--- config.mk ---
export PLATFORM = sky130hd
export DESIGN_NAME = hdlc_rx_deframer
export DESIGN_NICKNAME = d
export VERILOG_FILES = /design/src/rtl/hdlc_rx_deframer.sv
export SDC_FILE = /design/constraint.sdc
export NUM_CORES = 1
export LEC_CHECK = 0
export ABC_AREA = 1
export BUFFER_PORTS_ARGS = -buffer_cell sky130_fd_sc_hd__buf_2
export CAP_MARGIN = 20
export CORE_MARGIN = 2
export CORE_UTILIZATION = 55
export CTS_BUF_LIST = sky130_fd_sc_hd__clkbuf_8
export CTS_CLUSTER_DIAMETER = 100
export CTS_CLUSTER_SIZE = 25
export DETAILED_ROUTE_END_ITERATION = 16
export GPL_TIMING_DRIVEN = 0
export PLACE_DENSITY = 0.79
export RECOVER_POWER = 25
export SYNTH_ARGS = -nofsm -noshare
export SYNTH_HDL_FRONTEND = slang
export SYNTH_SLANG_ARGS = --single-unit
--- constraint.sdc ---
create_clock -name clk -period 1.65 [get_ports clk]
set_clock_uncertainty 0.05 [all_clocks]
set_input_delay 0.33 -clock clk [delete_from_list [all_inputs] [get_ports clk]]
set_output_delay 0.33 -clock clk [all_outputs]
set_load 0.01 [all_outputs]
--- src/rtl/hdlc_rx_deframer.sv ---
// hdlc_rx_deframer: HDLC flag hunt, zero destuffing, LSB-first byte assembly, abort/misalignment detection.
// Define HDLC_RX_CRC_EN to build the CRC-16/X.25 FCS residue check into out_crc_ok.
module hdlc_rx_deframer #(
    parameter int unsigned MIN_BYTES = 3
) (
    input  logic       clk,
    input  logic       rst_n,
    input  logic       bit_in,
    input  logic       bit_valid,
    output logic [7:0] out_data,
    output logic       out_valid,
    output logic       out_sof,
    output logic       out_eof,
    output logic       out_crc_ok,
    output logic       out_abort
);
    localparam logic [1:0] HUNT = 2'd0, SYNC = 2'd1, DATA = 2'd2;
    localparam logic [7:0] MIN_B = MIN_BYTES[7:0];
    logic [1:0] state;
    logic [6:0] hist;
    logic [7:0] win, sr, sr_n, byte_cnt;
    logic [2:0] ones, bcnt;
    logic flag, seven, stuffed, take, byte_done, crc_good;
    // win is the 8-bit raw history including the bit being sampled now
    always_comb begin
        win = {hist, bit_in};
        sr_n = {bit_in, sr[7:1]};
        flag = win == 8'h7E;
        seven = bit_in && ones >= 3'd6;
        stuffed = !bit_in && ones == 3'd5;
        take = state != HUNT && !flag && !seven && !stuffed;
        byte_done = take && state == DATA && bcnt == 3'd7;
    end
`ifdef HDLC_RX_CRC_EN
    logic [15:0] crc;
    function automatic logic [15:0] crc_byte(input logic [15:0] c, input logic [7:0] d);
        crc_byte = c;
        for (int i = 0; i < 8; i++)
            crc_byte = (crc_byte[0] ^ d[i]) ? (crc_byte >> 1) ^ 16'h8408 : crc_byte >> 1;
    endfunction
    always_ff @(posedge clk) begin
        if (!rst_n) crc <= 16'hFFFF;
        else if (bit_valid) crc <= flag ? 16'hFFFF : byte_done ? crc_byte(crc, sr_n) : crc;
    end
    assign crc_good = crc == 16'hF0B8;
`else
    assign crc_good = 1'b1;
`endif
    always_ff @(posedge clk) begin
        if (!rst_n) begin
            state <= HUNT;
            hist <= '0;
            ones <= '0;
            sr <= '0;
            bcnt <= '0;
            byte_cnt <= '0;
            out_data <= '0;
            out_valid <= 1'b0;
            out_sof <= 1'b0;
            out_eof <= 1'b0;
            out_crc_ok <= 1'b0;
            out_abort <= 1'b0;
        end else begin
            out_valid <= 1'b0;
            out_sof <= 1'b0;
            out_eof <= 1'b0;
            out_crc_ok <= 1'b0;
            out_abort <= 1'b0;
            if (bit_valid) begin
                hist <= win[6:0];
                ones <= bit_in ? ones + {2'b0, ones != 3'd7} : 3'd0;
                if (flag) begin
                    // aligned close: the flag's seven leading bits sit in a partial byte
                    if (state == DATA) begin
                        out_eof <= bcnt == 3'd7 && byte_cnt != 8'd0;
                        out_crc_ok <= bcnt == 3'd7 && byte_cnt != 8'd0 && crc_good && byte_cnt >= MIN_B;
                        out_abort <= bcnt != 3'd7;
                    end
                    state <= SYNC;
                    bcnt <= '0;
                    byte_cnt <= '0;
                end else if (seven) begin
                    out_abort <= state == DATA;
                    state <= HUNT;
                end else if (take) begin
                    state <= DATA;
                    sr <= sr_n;
                    bcnt <= bcnt + 3'd1;
                    if (byte_done) begin
                        out_valid <= 1'b1;
                        out_sof <= byte_cnt == 8'd0;
                        out_data <= sr_n;
                        byte_cnt <= byte_cnt + {7'b0, byte_cnt != 8'hFF};
                    end
                end
            end
        end
    end
endmodule

==> Word-level counts from Yosys, hierarchy flattened <==
Index checks and enable logic that the tools add are counted.
{ "word_totals": {"in_bits": 4, "out_inout_bits": 13, "regBits": 44, "elab_cells": 74} }
{ "op_classes": {"mux": 15, "reduce_logical": 28, "bitwise_logic": 6, "n_addsub": 3, "magnitude_cmp": 2, "n_eq_ne": 8} }
{ "op_table": {"columns": ["cell", "count"], "rows": [
  ["$mux W8", 4],
  ["$mux W3", 4],
  ["$reduce_and A4 Y1", 3],
  ["$logic_and A1 B1 Y1", 9],
  ["$add A8 B1 Y8", 1],
  ["$eq A8 B7 Y1 const B", 1],
  ["$ge A8 B2 Y1 const B", 1],
  ["$logic_not A8 Y1", 1],
  ["$ne A8 B8 Y1 const B", 1],
  ["$reduce_bool A8 Y1", 1],
  ["$eq A3 B3 Y1 const B", 2],
  ["$mux W2", 3],
  ["$ne A3 B3 Y1 const B", 2],
  ["$not A1 Y1", 6],
  ["$reduce_bool A2 Y1", 3],
  ["$reduce_or A6 Y1", 1],
  ["$reduce_and A5 Y1", 1],
  ["$reduce_or A5 Y1", 1],
  ["$logic_not A1 Y1", 4],
  ["$mux W1", 4],
  ["$reduce_and A2 Y1", 2],
  ["$add A3 B1 Y3", 1],
  ["$add A3 B1 Y3 const B", 1],
  ["$ge A3 B3 Y1 const B", 1],
  ["4 further kinds", 4]
]} }

==> Depth between registers and ports, before layout <==
{ "logic_depth": {"word_depth": 11, "mapped_depth": 12, "mapped_depth_nobuf": 12} }

==> Least setup slack after synthesis <==
Ideal clock, no wire load.
{ "synth_timing": {"path_type": "flip-flop to flip-flop", "startpoint": "register byte_cnt[3]", "endpoint": "register byte_cnt[4]", "arrival_time_ns": 1.660, "n_path_buf": 0, "setup_ns": 0.070, "setup_slack_ns": -0.130, "required_time_ns": 1.530, "period_less_slack_ns": 1.780, "stages_incl_launch_ff": 13, "cell_sequence": "dfxtp_1 -> nand2_1 -> nor2_1 -> nand2_1 -> ha_1 -> ha_1 -> inv_1 -> nor2_1 -> xor2_1 -> nand2_1 -> inv_1 -> nand3_1 -> a21oi_1"} }
{ "synth_via": {"elab_chain_cells": 6} }
{ "synth_rtl": {"columns": ["element", "line_no", "text"], "rows": [
  ["from (decl)", "21", "logic [7:0] win, sr, sr_n, byte_cnt;"],
  ["from (signal assigned)", "93", "byte_cnt <= byte_cnt + {7'b0, byte_cnt != 8'hFF};"],
  ["$ne A8 B8 Y1", "93", null],
  ["$add A8 B1 Y8 (*)", "93", null],
  ["$mux W8 (*)", "89", "if (byte_done) begin"],
  ["$mux W8 (*)", "85", "end else if (take) begin"],
  ["$mux W8 (*)", "82", "end else if (seven) begin"],
  ["$mux W8 (*)", "72", "if (flag) begin"]
]} }
Every way passes the cells marked *; elsewhere a longest branch is shown, timed or not. The select of a mux whose other input is x is not followed.
A chain may end at the register's enable or synchronous reset.

==> Final worst setup path <==
Same ends and word-level chain as after synthesis.

==> reports/qor.csv <==
metric,value,unit
cp_data_required_time,1830,ps
timing.rr.start,byte_cnt[3],
timing.hold.worst_endpoint,hist[1],
timing.max_cap.violations,0,
max_clock_freq,604.5,MHz
ys_ff_latch,43,
route.antenna.remaining_nets,0,
post_synth_and_or_nand_nor_area_fraction,34.10,%
tritoncts.num_buffers,5,
cts.sinks,43,
detailroute.via_count,1824,
drt-total-wl,4233,um
mostFrequentLayoutCell,sky130_fd_sc_hd__nor2_1,
clk_lat_worst_skew,300,ps
register_to_register_setup_slack,-4,ps
leakage,0.9843,nW
met3_usage_in_global_routing,5.986,%
synth_edf_count,0,
final-instance-count-excl-fill,354,
switching_power,0.0004245,W
ir_drop,0.0006289,V
post_synthesis_mux_area_share,0,%
cp_data_arrival_time,1840,ps
vias_per_cell,5.153,
die_h,63.75,um
clock_tree.htree_level_count,2,
detailedRoute.firstPassIterationCount,4,
run_status,finished with violations,
area_delta_synth_final,19.31,%
grt_pass1_wl,7286,um
cts-root-buf,sky130_fd_sc_hd__clkbuf_8,
path_max_fanout,4,
hold_path_depth,3,
gr-max-usage-layer,met2,
synthArstFlopShare,0,%
hp-class,in -> reg,
gr-usage-met1,28.52,%
timing.final.setup_violations,1,
first_global_vias,1670,
finish.utilization,69.10,%
track_usage,23.03,%
crit_path_start_kind,flop,
synth_top_flop_cell,sky130_fd_sc_hd__dfxtp_1,
synth_fp_nets,283,
p_per_area,756.9,nW/um2
timing.hold.worst.start,rst_n,
grt_start_max_net_pins,13,
rd_place_congestion,0.8626,
layout.cell_area.non_filler,2342,um2
grtUsageMet2,37.50,%
dpl-instance-area,2112,um2
port_buffers,15,
synth.yosys.warnings,0,
detail_route.drc_violations,0,
maxSlewViolCount,0,
post_synth_fa_ha_maj_area_fraction,3.824,%
antenna_found_initial,0,
core,3390,um2
clock_path_buffers,2,
worst_slew_margin_rel,68.73,%
design.final.nets,317,
timing.final.hold_violations,0,
final_critical_path_setup_slack,-4.386,ps
antenna-diode-count,0,
switching_share,23.95,%
hold-worst-slack,279.6,ps
synth.lib_cells_used.distinct,28,
synth_cells,273,
floorplan.die_area,4063,um2
boundaryPins,17,
final.period_utilization,100.3,%
worst-slew-pin-transition,469.1,ps
grt_setup_unrepaired,true,
drive_gt1_share,21.10,%
grt-ovfl-total,0,
worst-setup-path-type,reg -> reg,
part_of_the_total_power_dissipated_in_the_clock_network,36.4,%
die_x,63.75,um
post_drt_wl_per_cell,11.96,um
timing.critical_path.to_type,flop,
synth_area,1963,um2
violations,negative setup slack,
layout_common_cells,"sky130_fd_sc_hd__nor2_1 (53), sky130_fd_sc_hd__nand2_1 (47), sky130_fd_sc_hd__dfxtp_1 (34)",
internal_power,0.001348,W
min_period,1654,ps
p_seq_share,59.3,%
clk_pin_slew_worst_paths,80,ps
regToRegEndpoint,byte_cnt[4],
initial_detailed_routing_violation_count,100,
post_dp_hpwl,2909,um
power.share.combinational,4.3,%
placementRows,21,
dominant_combinational_cell_family_by_area_after_synthesis,simple AND/OR/NAND/NOR gates,
floorplan.initialDensity,57.92,%
fraction_of_the_mapped_netlist_area_in_compound_gates,10.77,%
synth.avg_cell_area,7.191,um2
synth-xor-area-share,0.4461,%
ff2ff_path_depth,12,
dp.cells,334,
clock_tree_from_tritoncts,built,
share_of_synthesized_area_occupied_by_flip_flops_and_latches,43.85,%
==> metrics by stage <==
| step | worst slack (ps) | setup TNS (ps) | power (W) |
|---|---|---|---|
| 2_1_floorplan | 5.188 | 0 | 0.001133 |
| 3_3_place_gp | -168.3 | -1230 | 0.001155 |
| 3_5_place_dp | -219.1 | -1586 | 0.001157 |
| 4_1_cts | -5.469 | -7.478 | 0.001789 |
| 5_1_grt | -146.4 | -739.5 | 0.001836 |
| 6_report | -4.386 | -4.386 | 0.001773 |
==> power by group through the flow <==
stage / Clock, W / Combinational, W / Sequential, W
2_1_floorplan: 0 / 0.0000526 / 0.00108
6_report: 0.000646 / 0.0000758 / 0.00105
3_3_place_gp: 0 / 0.0000733 / 0.00108
4_1_cts: 0.000663 / 0.0000744 / 0.00105
5_1_grt: 0.000695 / 0.0000876 / 0.00105
3_5_place_dp: 0 / 0.0000746 / 0.00108
==> sequential cells by signal, indices dropped and copies added, names as in the netlist <==
name	flops
bcnt	3
out_crc_ok	1
hist	7
out_eof	1
sr	7
out_valid	1
out_data	8
out_abort	1
byte_cnt	8
out_sof	1
ones	3
state	2
==> cells in the mapped netlist, types with 2 or more instances <==
| master | n | share of area, % |
|---|---|---|
| sky130_fd_sc_hd__nor2_1 | 56 | 11 |
| sky130_fd_sc_hd__nand2_1 | 51 | 9.8 |
| sky130_fd_sc_hd__dfxtp_1 | 43 | 44 |
| sky130_fd_sc_hd__nand3_1 | 24 | 6.1 |
| sky130_fd_sc_hd__inv_1 | 22 | 4.2 |
| sky130_fd_sc_hd__o21ai_0 | 19 | 4.8 |
| sky130_fd_sc_hd__a21oi_1 | 17 | 4.3 |
| sky130_fd_sc_hd__ha_1 | 6 | 3.8 |
| sky130_fd_sc_hd__clkbuf_1 | 5 | 0.96 |
| sky130_fd_sc_hd__nand4_1 | 5 | 1.6 |
| sky130_fd_sc_hd__nor3_1 | 4 | 1.0 |
| sky130_fd_sc_hd__clkinv_1 | 2 | 0.38 |
| sky130_fd_sc_hd__inv_2 | 2 | 0.38 |
| sky130_fd_sc_hd__nand2_2 | 2 | 0.64 |
| sky130_fd_sc_hd__nand2_4 | 2 | 1.1 |
==> what timing repair did <==
action / in CTS / in global routing
hold buffers: 0 / 0
cloned: 0 / 1
gates resized for setup: 19 / 8
setup buffers: 8 / 3
pin swaps: 5 / 5
setup endpoints to repair: 8 / 16
==> per-layer routing <==
layer | vias up | part of all wire [%]
li1 | 951 | -
met1 | 822 | 46
met2 | 44 | 47
met3 | 7 | 5.3
met4 | 0 | 1.7
met5 | - | 0
==> critical path, cell delays in order, from the launching register on <==
cell and delay [ps]:
sky130_fd_sc_hd__dfxtp_4 360, sky130_fd_sc_hd__nand2_4 90, sky130_fd_sc_hd__nor2_4 40, sky130_fd_sc_hd__nand2_1 70, sky130_fd_sc_hd__ha_2 200, sky130_fd_sc_hd__ha_4 160
sky130_fd_sc_hd__inv_2 40, sky130_fd_sc_hd__nor2_2 100, sky130_fd_sc_hd__xor2_1 160, sky130_fd_sc_hd__nand2_1 70, sky130_fd_sc_hd__inv_1 50, sky130_fd_sc_hd__nand3_1 60
sky130_fd_sc_hd__a21oi_1 130
==> how the worst max path moves through the flow <==
stage	from	end	slack, ps
floorplan	byte_cnt[2]	byte_cnt[4]	5
global placement	bcnt[0]	byte_cnt[6]	-170
detailed placement	bcnt[0]	byte_cnt[0]	-220
CTS	byte_cnt[6]	byte_cnt[4]	-5
global route	byte_cnt[6]	byte_cnt[4]	-150
finish	byte_cnt[3]	byte_cnt[4]	-4
==> logic make-up after synthesis <==
kind of cell             after synthesis
AO/OA/AOI/OAI                         40
XOR/XNOR                               1
adder cells (fa/ha/maj)                6
buffers and inverters                 34
flip-flops                            43
AND/OR/NAND/NOR                      149
==> area by class of cell <==
cell class	instances	area, um2
tap	46	57.56
clock inverter	3	12.51
inverter	27	106.4
sequential	43	882.1
buffer	7	31.28
clock buffer	5	68.82
fill	284	1047
timing repair buffer	26	151.4
multi-input combinational	197	1032
Power figures use the tool's default switching activity.
